==> config.mk <==
export PLATFORM = sky130hd
export DESIGN_NAME = tsqr_tile_scheduler
export DESIGN_NICKNAME = d
export VERILOG_FILES = /design/src/rtl/tsqr_sched_pkg.sv /design/src/rtl/tsqr_drain_seq.sv /design/src/rtl/tsqr_tile_scheduler.sv
export SDC_FILE = /design/constraint.sdc
export NUM_CORES = 1
export LEC_CHECK = 0
export BUFFER_PORTS_ARGS = -buffer_cell sky130_fd_sc_hd__clkbuf_2
export CAP_MARGIN = 25
export CELL_PAD_IN_SITES_DETAIL_PLACEMENT = 0
export CELL_PAD_IN_SITES_GLOBAL_PLACEMENT = 1
export CORE_ASPECT_RATIO = 1.2
export CORE_UTILIZATION = 35
export DETAILED_ROUTE_END_ITERATION = 10
export PLACE_DENSITY = 0.76
export SETUP_SLACK_MARGIN = 0.2
export SLEW_MARGIN = 30
export SYNTH_ARGS = -nofsm -noshare
export SYNTH_HDL_FRONTEND = slang
export SYNTH_SLANG_ARGS = --single-unit
==> constraint.sdc <==
create_clock -name clk -period 4.1 [get_ports clk]
set_clock_uncertainty 0.15 [all_clocks]
set_input_delay 0.41 -clock clk [delete_from_list [all_inputs] [get_ports clk]]
set_output_delay 0.41 -clock clk [all_outputs]
set_load 0.01 [all_outputs]
==> src/rtl/tsqr_sched_pkg.sv <==
// Shared types and constants for the TSQR tile scheduler and its drain sequencer.
package tsqr_sched_pkg;

   typedef enum logic [2:0] {
      ST_IDLE,
      ST_LOAD,
      ST_COMPUTE,
      ST_DRAIN,
      ST_NEXT,
      ST_FAIL
   } state_e;

   localparam int TIMEOUT_CYC_DEF = 65535;
   localparam int NUM_BANKS_DEF   = 3;
   localparam int TILE_W          = 16;
   localparam int ADDR_W          = 8;
   localparam int WDOG_W          = 16;

   // Bank index width; a single bank still needs one bit to index.
   function automatic int bankWidth(input int nBanks);
      return (nBanks > 1) ? $clog2(nBanks) : 1;
   endfunction

endpackage

==> src/rtl/tsqr_drain_seq.sv <==
// Walks bank 0..NUM_BANKS-1, address 0..BANK_DEPTH-1, issuing one-cycle-latency
// reads and holding the returned word until the sink takes it.
module tsqr_drain_seq
   import tsqr_sched_pkg::*;
#(
   parameter int NUM_BANKS  = NUM_BANKS_DEF,
   parameter int BANK_DEPTH = 256
) (
   input  logic                 clk,
   input  logic                 rst,
   input  logic                 init_i,
   input  logic                 active_i,
   input  logic                 drain_ready_i,
   output logic [NUM_BANKS-1:0] dma_mem_enb_o,
   output logic [ADDR_W-1:0]    dma_mem_addrb_o,
   output logic                 drain_valid_o,
   output logic                 drain_last_o,
   output logic                 last_accept_o
);

   localparam int                BANK_W    = bankWidth(NUM_BANKS);
   localparam logic [ADDR_W-1:0] LAST_ADDR = ADDR_W'(BANK_DEPTH - 1);
   localparam logic [BANK_W-1:0] LAST_BANK = BANK_W'(NUM_BANKS - 1);

   logic [BANK_W-1:0] bank_q, bank_d;
   logic [ADDR_W-1:0] addr_q, addr_d;
   logic              issuedAll_q, issuedAll_d;
   logic              held_q, held_d;
   logic              heldLast_q, heldLast_d;
   logic              issue;
   logic              accept;
   logic              finalRead;

   // A read may go out only when the holding slot is empty or being emptied this cycle.
   always_comb begin
      accept    = held_q & drain_ready_i;
      issue     = active_i & ~issuedAll_q & (~held_q | drain_ready_i);
      finalRead = (bank_q == LAST_BANK) && (addr_q == LAST_ADDR);
      for (int i = 0; i < NUM_BANKS; i++) begin
         dma_mem_enb_o[i] = issue && (bank_q == BANK_W'(i));
      end
   end

   // Next position in the bank/address walk and the state of the holding slot.
   always_comb begin
      bank_d      = bank_q;
      addr_d      = addr_q;
      issuedAll_d = issuedAll_q;
      held_d      = held_q;
      heldLast_d  = heldLast_q;
      if (init_i) begin
         bank_d      = '0;
         addr_d      = '0;
         issuedAll_d = 1'b0;
         held_d      = 1'b0;
         heldLast_d  = 1'b0;
      end else begin
         if (accept) begin
            held_d     = 1'b0;
            heldLast_d = 1'b0;
         end
         if (issue) begin
            held_d     = 1'b1;
            heldLast_d = finalRead;
            if (finalRead) begin
               issuedAll_d = 1'b1;
            end else if (addr_q == LAST_ADDR) begin
               addr_d = '0;
               bank_d = bank_q + 1'b1;
            end else begin
               addr_d = addr_q + 1'b1;
            end
         end
      end
   end

   // Sequencer registers; reset throws away any word still held.
   always_ff @(posedge clk or negedge rst) begin
      if (!rst) begin
         bank_q      <= '0;
         addr_q      <= '0;
         issuedAll_q <= 1'b0;
         held_q      <= 1'b0;
         heldLast_q  <= 1'b0;
      end else begin
         bank_q      <= bank_d;
         addr_q      <= addr_d;
         issuedAll_q <= issuedAll_d;
         held_q      <= held_d;
         heldLast_q  <= heldLast_d;
      end
   end

   assign dma_mem_addrb_o = addr_q;
   assign drain_valid_o   = held_q;
   assign drain_last_o    = heldLast_q;
   assign last_accept_o   = accept & heldLast_q;

endmodule

==> src/rtl/tsqr_tile_scheduler.sv <==
// Run-level sequencing of TSQR tiles: load inputs, wait for the core, drain the
// result banks, repeat for each tile, with a compute watchdog.
module tsqr_tile_scheduler
   import tsqr_sched_pkg::*;
#(
   parameter int NUM_BANKS   = NUM_BANKS_DEF,
   parameter int BANK_DEPTH  = 256,
   parameter int TIMEOUT_CYC = TIMEOUT_CYC_DEF
) (
   input  logic                 clk,
   input  logic                 rst,
   input  logic                 start,
   input  logic [TILE_W-1:0]    num_tiles,
   input  logic                 src_valid,
   output logic [TILE_W-1:0]    tile_no,
   output logic                 data_rdy,
   input  logic                 tsqr_fi,
   input  logic [15:0]          mx_cnt,
   output logic [NUM_BANKS-1:0] dma_mem_enb,
   output logic [ADDR_W-1:0]    dma_mem_addrb,
   output logic                 drain_valid,
   output logic                 drain_last,
   input  logic                 drain_ready,
   output logic                 busy,
   output logic                 done,
   output logic                 error,
   output logic [15:0]          last_mx
);

   localparam logic [WDOG_W-1:0] WDOG_LAST = WDOG_W'(TIMEOUT_CYC - 1);

   state_e            state_q, state_d;
   logic [TILE_W-1:0] tileNo_q, tileNo_d;
   logic [TILE_W-1:0] numTiles_q, numTiles_d;
   logic [WDOG_W-1:0] wdog_q, wdog_d;
   logic [15:0]       lastMx_q, lastMx_d;
   logic              busy_q, busy_d;
   logic              done_q, done_d;
   logic              error_q, error_d;
   logic              dataRdy_q, dataRdy_d;
   logic              drainInit;
   logic              lastAccept;

   // Next-state and registered-output decisions; tsqr_fi beats a same-cycle watchdog expiry.
   always_comb begin
      state_d    = state_q;
      tileNo_d   = tileNo_q;
      numTiles_d = numTiles_q;
      wdog_d     = wdog_q;
      lastMx_d   = lastMx_q;
      busy_d     = busy_q;
      error_d    = error_q;
      done_d     = 1'b0;
      dataRdy_d  = 1'b0;
      drainInit  = 1'b0;
      case (state_q)
         ST_IDLE, ST_FAIL: begin
            if (start) begin
               error_d = 1'b0;
               if (num_tiles != '0) begin
                  numTiles_d = num_tiles;
                  tileNo_d   = '0;
                  busy_d     = 1'b1;
                  state_d    = ST_LOAD;
               end else begin
                  done_d  = 1'b1;
                  state_d = ST_IDLE;
               end
            end
         end
         ST_LOAD: begin
            if (src_valid) begin
               dataRdy_d = 1'b1;
               wdog_d    = '0;
               state_d   = ST_COMPUTE;
            end
         end
         ST_COMPUTE: begin
            if (tsqr_fi) begin
               lastMx_d  = mx_cnt;
               drainInit = 1'b1;
               state_d   = ST_DRAIN;
            end else if (wdog_q == WDOG_LAST) begin
               error_d = 1'b1;
               busy_d  = 1'b0;
               state_d = ST_FAIL;
            end else begin
               wdog_d = wdog_q + 1'b1;
            end
         end
         ST_DRAIN: begin
            if (lastAccept) begin
               state_d = ST_NEXT;
            end
         end
         ST_NEXT: begin
            if (({1'b0, tileNo_q} + 17'd1) < {1'b0, numTiles_q}) begin
               tileNo_d = tileNo_q + 1'b1;
               state_d  = ST_LOAD;
            end else begin
               done_d  = 1'b1;
               busy_d  = 1'b0;
               state_d = ST_IDLE;
            end
         end
         default: state_d = ST_IDLE;
      endcase
   end

   // State and status registers.
   always_ff @(posedge clk or negedge rst) begin
      if (!rst) begin
         state_q    <= ST_IDLE;
         tileNo_q   <= '0;
         numTiles_q <= '0;
         wdog_q     <= '0;
         lastMx_q   <= '0;
         busy_q     <= 1'b0;
         done_q     <= 1'b0;
         error_q    <= 1'b0;
         dataRdy_q  <= 1'b0;
      end else begin
         state_q    <= state_d;
         tileNo_q   <= tileNo_d;
         numTiles_q <= numTiles_d;
         wdog_q     <= wdog_d;
         lastMx_q   <= lastMx_d;
         busy_q     <= busy_d;
         done_q     <= done_d;
         error_q    <= error_d;
         dataRdy_q  <= dataRdy_d;
      end
   end

   tsqr_drain_seq #(
      .NUM_BANKS  (NUM_BANKS),
      .BANK_DEPTH (BANK_DEPTH)
   ) uDrainSeq (
      .clk             (clk),
      .rst             (rst),
      .init_i          (drainInit),
      .active_i        (state_q == ST_DRAIN),
      .drain_ready_i   (drain_ready),
      .dma_mem_enb_o   (dma_mem_enb),
      .dma_mem_addrb_o (dma_mem_addrb),
      .drain_valid_o   (drain_valid),
      .drain_last_o    (drain_last),
      .last_accept_o   (lastAccept)
   );

   assign tile_no  = tileNo_q;
   assign data_rdy = dataRdy_q;
   assign busy     = busy_q;
   assign done     = done_q;
   assign error    = error_q;
   assign last_mx  = lastMx_q;

endmodule
== Word level (Yosys, flattened, before mapping) ==
Index checks and enable logic that the tools add are counted.

* Register bits after elaboration: 84
* Input bits: 38
* Output and inout bits: 49

* Add/subtract/negate cells: 5
* Magnitude comparators: 1
* Eq/ne operators: 20
* Mux-type cells: 50
* Bitwise logic cells: 7
* Reduce and logical (&&, ||, !) cells: 26

{| class="wikitable"
|+ Operators by type and width
! cell !! number
|-
| two-way mux 16 bit || 6
|-
| one-hot mux 16 bit (2 select lines) || 2
|-
| adder 16 x 1 -> 16 bit (second input constant) || 2
|-
| two-way mux 8 bit || 4
|-
| two-way mux 1 bit || 25
|-
| != test 2 bit (second input constant) || 10
|-
| adder 16 x 1 -> 17 bit (second input constant) || 1
|-
| < comparator 17 x 16 -> 1 bit || 1
|-
| equality test 16 bit (second input constant) || 1
|-
| AND reduction 4 bit || 4
|-
| nonzero test 16 bit || 1
|-
| two-way mux 3 bit || 5
|-
| one-hot mux 3 bit (5 select lines) || 1
|-
| nonzero test 2 bit || 6
|-
| adder 8 x 1 -> 8 bit (second input constant) || 1
|-
| equality test 8 bit (second input constant) || 1
|-
| two-way mux 2 bit || 4
|-
| equality test 3 x 2 -> 1 bit (second input constant) || 2
|-
| equality test 3 bit (second input constant) || 2
|-
| AND reduction 2 bit || 3
|-
| AND reduction 3 bit || 2
|-
| AND reduction 6 bit || 1
|-
| nonzero test 3 bit || 2
|-
| AND 1 bit || 4
|-
| 13 further kinds || 18
|}

== Logic depth before layout (Yosys ltp) ==
* Depth in word-level cells: 5
* Mapped depth: 15
* Mapped depth without buffers: 12

== Modules after synthesis ==
From an unflattened synthesis, not the netlist that was laid out.

* Cell total of the unflattened synthesis: 483
* Area total of the unflattened synthesis: 4697.0 µm²

{| class="wikitable"
|+ By module, submodules not included
! module !! times used !! cells an instance !! area an instance (µm²) !! seq. area each (µm²)
|-
| tsqr_tile_scheduler || 1 || 394 || 3871.2 || 1776.7
|-
| tsqr_drain_seq || 1 || 89 || 825.8 || 325.3
|}

== Worst setup path after synthesis ==
OpenSTA, ideal clock, no wires.

* Path kind: register -> register
* Start point: reg tileNo_q[2] (netlist: tile_no[2])
* End point: reg tileNo_q[0] (netlist: tile_no[0])
* Library setup time: 0.125 ns
* Arrival: 2.995 ns
* Data required time: 3.825 ns
* Setup slack: 0.830 ns
* Stages on the path, launching flop included: 15
* Cell sequence: dfrtp_1 > and3_1 > and3_1 > clkbuf_1 > and3_1 > nand3_1 > xnor2_1 > ha_1 > nand2_1 > o21ai_0 > a221oi_1 > o211ai_1 > clkbuf_1 > a21o_1 > mux2_2

* Cells in the longest elaborated chain, start to end: 4

{| class="wikitable"
|+ Ends and longest elaborated chain
! what !! RTL line !! text
|-
| from (decl) || tsqr_tile_scheduler.sv:33 || <nowiki>logic [TILE_W-1:0] tileNo_q, tileNo_d;</nowiki>
|-
| from (signal assigned) || tsqr_tile_scheduler.sv:124 || <nowiki>tileNo_q <= tileNo_d;</nowiki>
|-
| adder 16 x 1 -> 17 bit || tsqr_tile_scheduler.sv:97 || <nowiki>if (({1'b0, tileNo_q} + 17'd1) < {1'b0, numTiles_q}) begin</nowiki>
|-
| < comparator 17 x 16 -> 1 bit || tsqr_tile_scheduler.sv:97 ||
|-
| != test 2 bit (no source line) || -- ||
|-
| AND reduction 4 bit (no source line) || -- ||
|}

Every way passes these cells.
A chain may end at the register's enable or synchronous reset.

== Worst setup path in the final report ==
* Start point: reg tileNo_q[2] (netlist: tile_no[2])
* End point: reg tileNo_q[10] (netlist: tile_no[10])

* Cells in the longest elaborated chain, start to end: 4
* Elaborated cells between the ends (all ways): 7
* Those cells by class: add/sub (2); order compare (1); eq/ne (1); mux (2); reduce/logical (1)

{| class="wikitable"
|+ Ends and longest elaborated chain
! what !! RTL line
|-
| adder 16 x 1 -> 17 bit || tsqr_tile_scheduler.sv:97
|-
| < comparator 17 x 16 -> 1 bit || tsqr_tile_scheduler.sv:97
|-
| != test 2 bit (no source line) || --
|-
| AND reduction 4 bit (no source line) || --
|}

Parallel ways exist; a longest one is shown, timed or not. The select of a mux whose other input is x is not followed.

==> results.cfg <==
[logic_synthesis]
synthTopCellsByArea = dfrtp_1, mux2_2, ha_1
syn-num-nets = 524
synth_seq_area_share = 0.457
synth.distinct_cells = 45
synth_area_mm2 = 0.00460
synth-main-ff-cell = dfrtp_1
synth_top_area_cell = dfrtp_1
yosys.area.top_type_share = 0.457
ys_warn_count = 0
synth_edf_count = 0
ys_async_sr_fraction = 1.00
avgSynthCellArea_um2 = 9.90
synthCells = 464
ys_seq_elements = 84

[power]
p_switching_mw = 1.05
p_leak_nw = 2.59
powerDensity_mw_per_mm2 = 540
pwr-share-comb = 0.326
p_int_mw = 1.91
pwr-share-clk = 0.263
swShare = 0.355
peakVddDrop_mv = 0.222
p_seq_frac = 0.411

[status]
status = finished, violations left
violations = negative hold slack

[clocking]
postCtsSetupBuffers = 0
numClockSinks = 84
hold_buffers = 0
htree_num_levels = 3
clk_latency_ns = 0.34
cts_root_buf = clkbuf_16
cts_buffers = 9
post_cts_resized = 0
path_clk_slew_ns = 0.07
cts_tree = built
clk_path_buf_depth = 2

[grt]
overflow = 0
top_usage_layer = met2
antenna_found_initial = 0
grt_use_total = 0.169
grt_pass1_vias = 3749
met3_usage = 0.0316
grt_use_met1 = 0.193
grt_start_max_net_pins = 85
grt_pass1_wl_um = 18200
grtUsageMet2 = 0.304

[min_path]
hp-class = primary input to async pin

[cells_and_area]
fin_util = 0.431
diodes = 0
final_common_cell = clkbuf_2
n_fill_cell = 1298
drive_above_1_share = 0.270
design_area_mm2 = 0.00548
num-nets-final = 606
final_cell_mix = clkbuf_2, dfrtp_1, nand2_1, nor2_1, mux2_2
syn_to_final_growth_pct = 19.3
instances_no_fill = 715

[sta]
holdWs_ns = -0.0341
rsz0062_at_grt = no
drv_slew = 0
fin_crit_sh = 0.813
fin_setup_tns_ns = 0
worst_pin_slew_ns = 0.944
finalSetupViolCount = 0
hold_viol_final = 33
fin_crit_ns = 3.33
maxSlewHeadroom = 0.370
fmax_mhz = 300

[worst_setup_path]
cp-end-kind = flip-flop
reg2reg_setup_slack_ns = 0.77
worstSetupStartpointType = flip-flop
worst-setup-path-type = flip-flop to flip-flop
crit_chain = and3_1 > and3_1 > and3_1 > nand3_1 > xnor2_1 > ha_1 > nand2_1 > o21ai_0 > a221oi_1 > o211ai_1 > buf_4 > or4_1 > nand3_1
critPathTopFamily = simple AND/OR/NAND/NOR gates
cpMostUsedCell = and3_1
crit_path_max_fanout = 26
slowest_delay_ns = 0.48
required_ns = 4.23
crit_arrival_ns = 3.46
critPathSlowestCell = dfrtp_1
crit_buf_inv = 1

[floorplan]
die_w_um = 107
ioPinCount = 87
num_rows = 45
core_mm2 = 0.0127
dieArea_mm2 = 0.0136
initial_core_util = 0.361
die_y_um = 128

[detailed_routing]
dr.pass1.iters = 4
drc = 0
vias = 3724
wl_per_cell_um = 15.0
drt_iter0_markers = 187
finalWirelength_um = 10700
via_per_inst = 5.21
ant_nets = 0

[place]
gp_congestion = 0.803
dp.cells = 699
place_area_mm2 = 0.00520
hpwl_um = 7790
portBuffers = 86

[flow_run]
maxCapViolations = 0
[cell usage after synthesis, types with 2 or more instances]
library cell and instances:
nand2b_1 3, nand4b_1 3, mux2_2 33, clkbuf_1 17, nand3_1 27, nor2_1 34
and4_1 4, nand4_1 6, dfrtp_1 84, nor3b_1 3, a31oi_1 3, a21o_1 3
a21oi_1 18, o211ai_1 12, o21ai_0 17, xor2_1 8, ha_1 22, nor2b_1 5
o31ai_1 2, xnor2_1 25, a22o_1 4, nor3_1 11, mux2i_1 2, nand3b_1 2
nand2_1 40, and2_1 5, or4_1 12, or2_2 4, and3_1 9, or3_1 2
nor4_1 7, inv_1 24
[cell type report]
| cell class | count | area (um2) | share of cell area |
|---|---|---|---|
| Clock inverter | 7 | 57.6 | 0.0105 |
| Inverter | 24 | 90.1 | 0.0164 |
| Tap cell | 164 | 205 | 0.0374 |
| Sequential cell | 84 | 2100 | 0.383 |
| Timing Repair Buffer | 91 | 474 | 0.0865 |
| Clock buffer | 9 | 225 | 0.0411 |
| Multi-Input combinational cell | 336 | 2330 | 0.425 |
[final timing paths]
kind / cells after the start / start / to
worst max-delay path: 13 / tile_no[2] / tile_no[10]
worst min-delay path: 1 / rst / numTiles_q[14]
worst max register to register: 13 / tile_no[2] / tile_no[10]
worst min register to register: 2 / error / error
max in group asynchronous: 1 / rst / wdog_q[5]
min in group clk: 2 / mx_cnt[15] / last_mx[15]
[power by group through the flow]
stage	Sequential (mW)	Combinational, mW	Clock [mW]
3_5_place_dp	1.23	0.980	0
4_1_cts	1.22	0.981	0.809
3_3_place_gp	1.22	0.960	0
6_report	1.22	0.966	0.778
5_1_grt	1.25	1.08	0.839
2_1_floorplan	1.22	0.645	0
[through the flow]
step                setup slack, ns  total power, mW  hold WS [ns]
floorplan                     0.830             1.87       -0.0356
global placement              0.830             2.18         0.332
detailed placement            0.786             2.21         0.336
CTS                           0.784             3.01       0.00684
global route                  0.514             3.17        0.0341
finish                        0.768             2.96       -0.0341
[metal layers]
layer / part of all wire / up-vias
li1: - / 1814
met1: 0.42 / 1819
met2: 0.52 / 79
met5: 0 / -
met3: 0.034 / 12
met4: 0.020 / 0
[sequential cells by signal, indices dropped and copies added (netlist names)]
signal and cells:
done 1, uDrainSeq.dma_mem_addrb_o 8, uDrainSeq.drain_last_o 1, busy 1, last_mx 16, data_rdy 1
uDrainSeq.bank_q 2, numTiles_q 16, uDrainSeq.drain_valid_o 1, wdog_q 16, state_q 3, uDrainSeq.issuedAll_q 1
error 1, tile_no 16
[cells by family after synthesis]
group	Yosys count	share of synthesized area
muxes	35	0.0852
xor gates and xnor gates	33	0.0629
adders and majority gates	22	0.0599
and+or+nand+nor	184	0.215
AOI/OAI and AO/OA	62	0.0830
DFF	84	0.457
buffers and inverters	44	0.0365
Power figures use the tool's default switching activity.
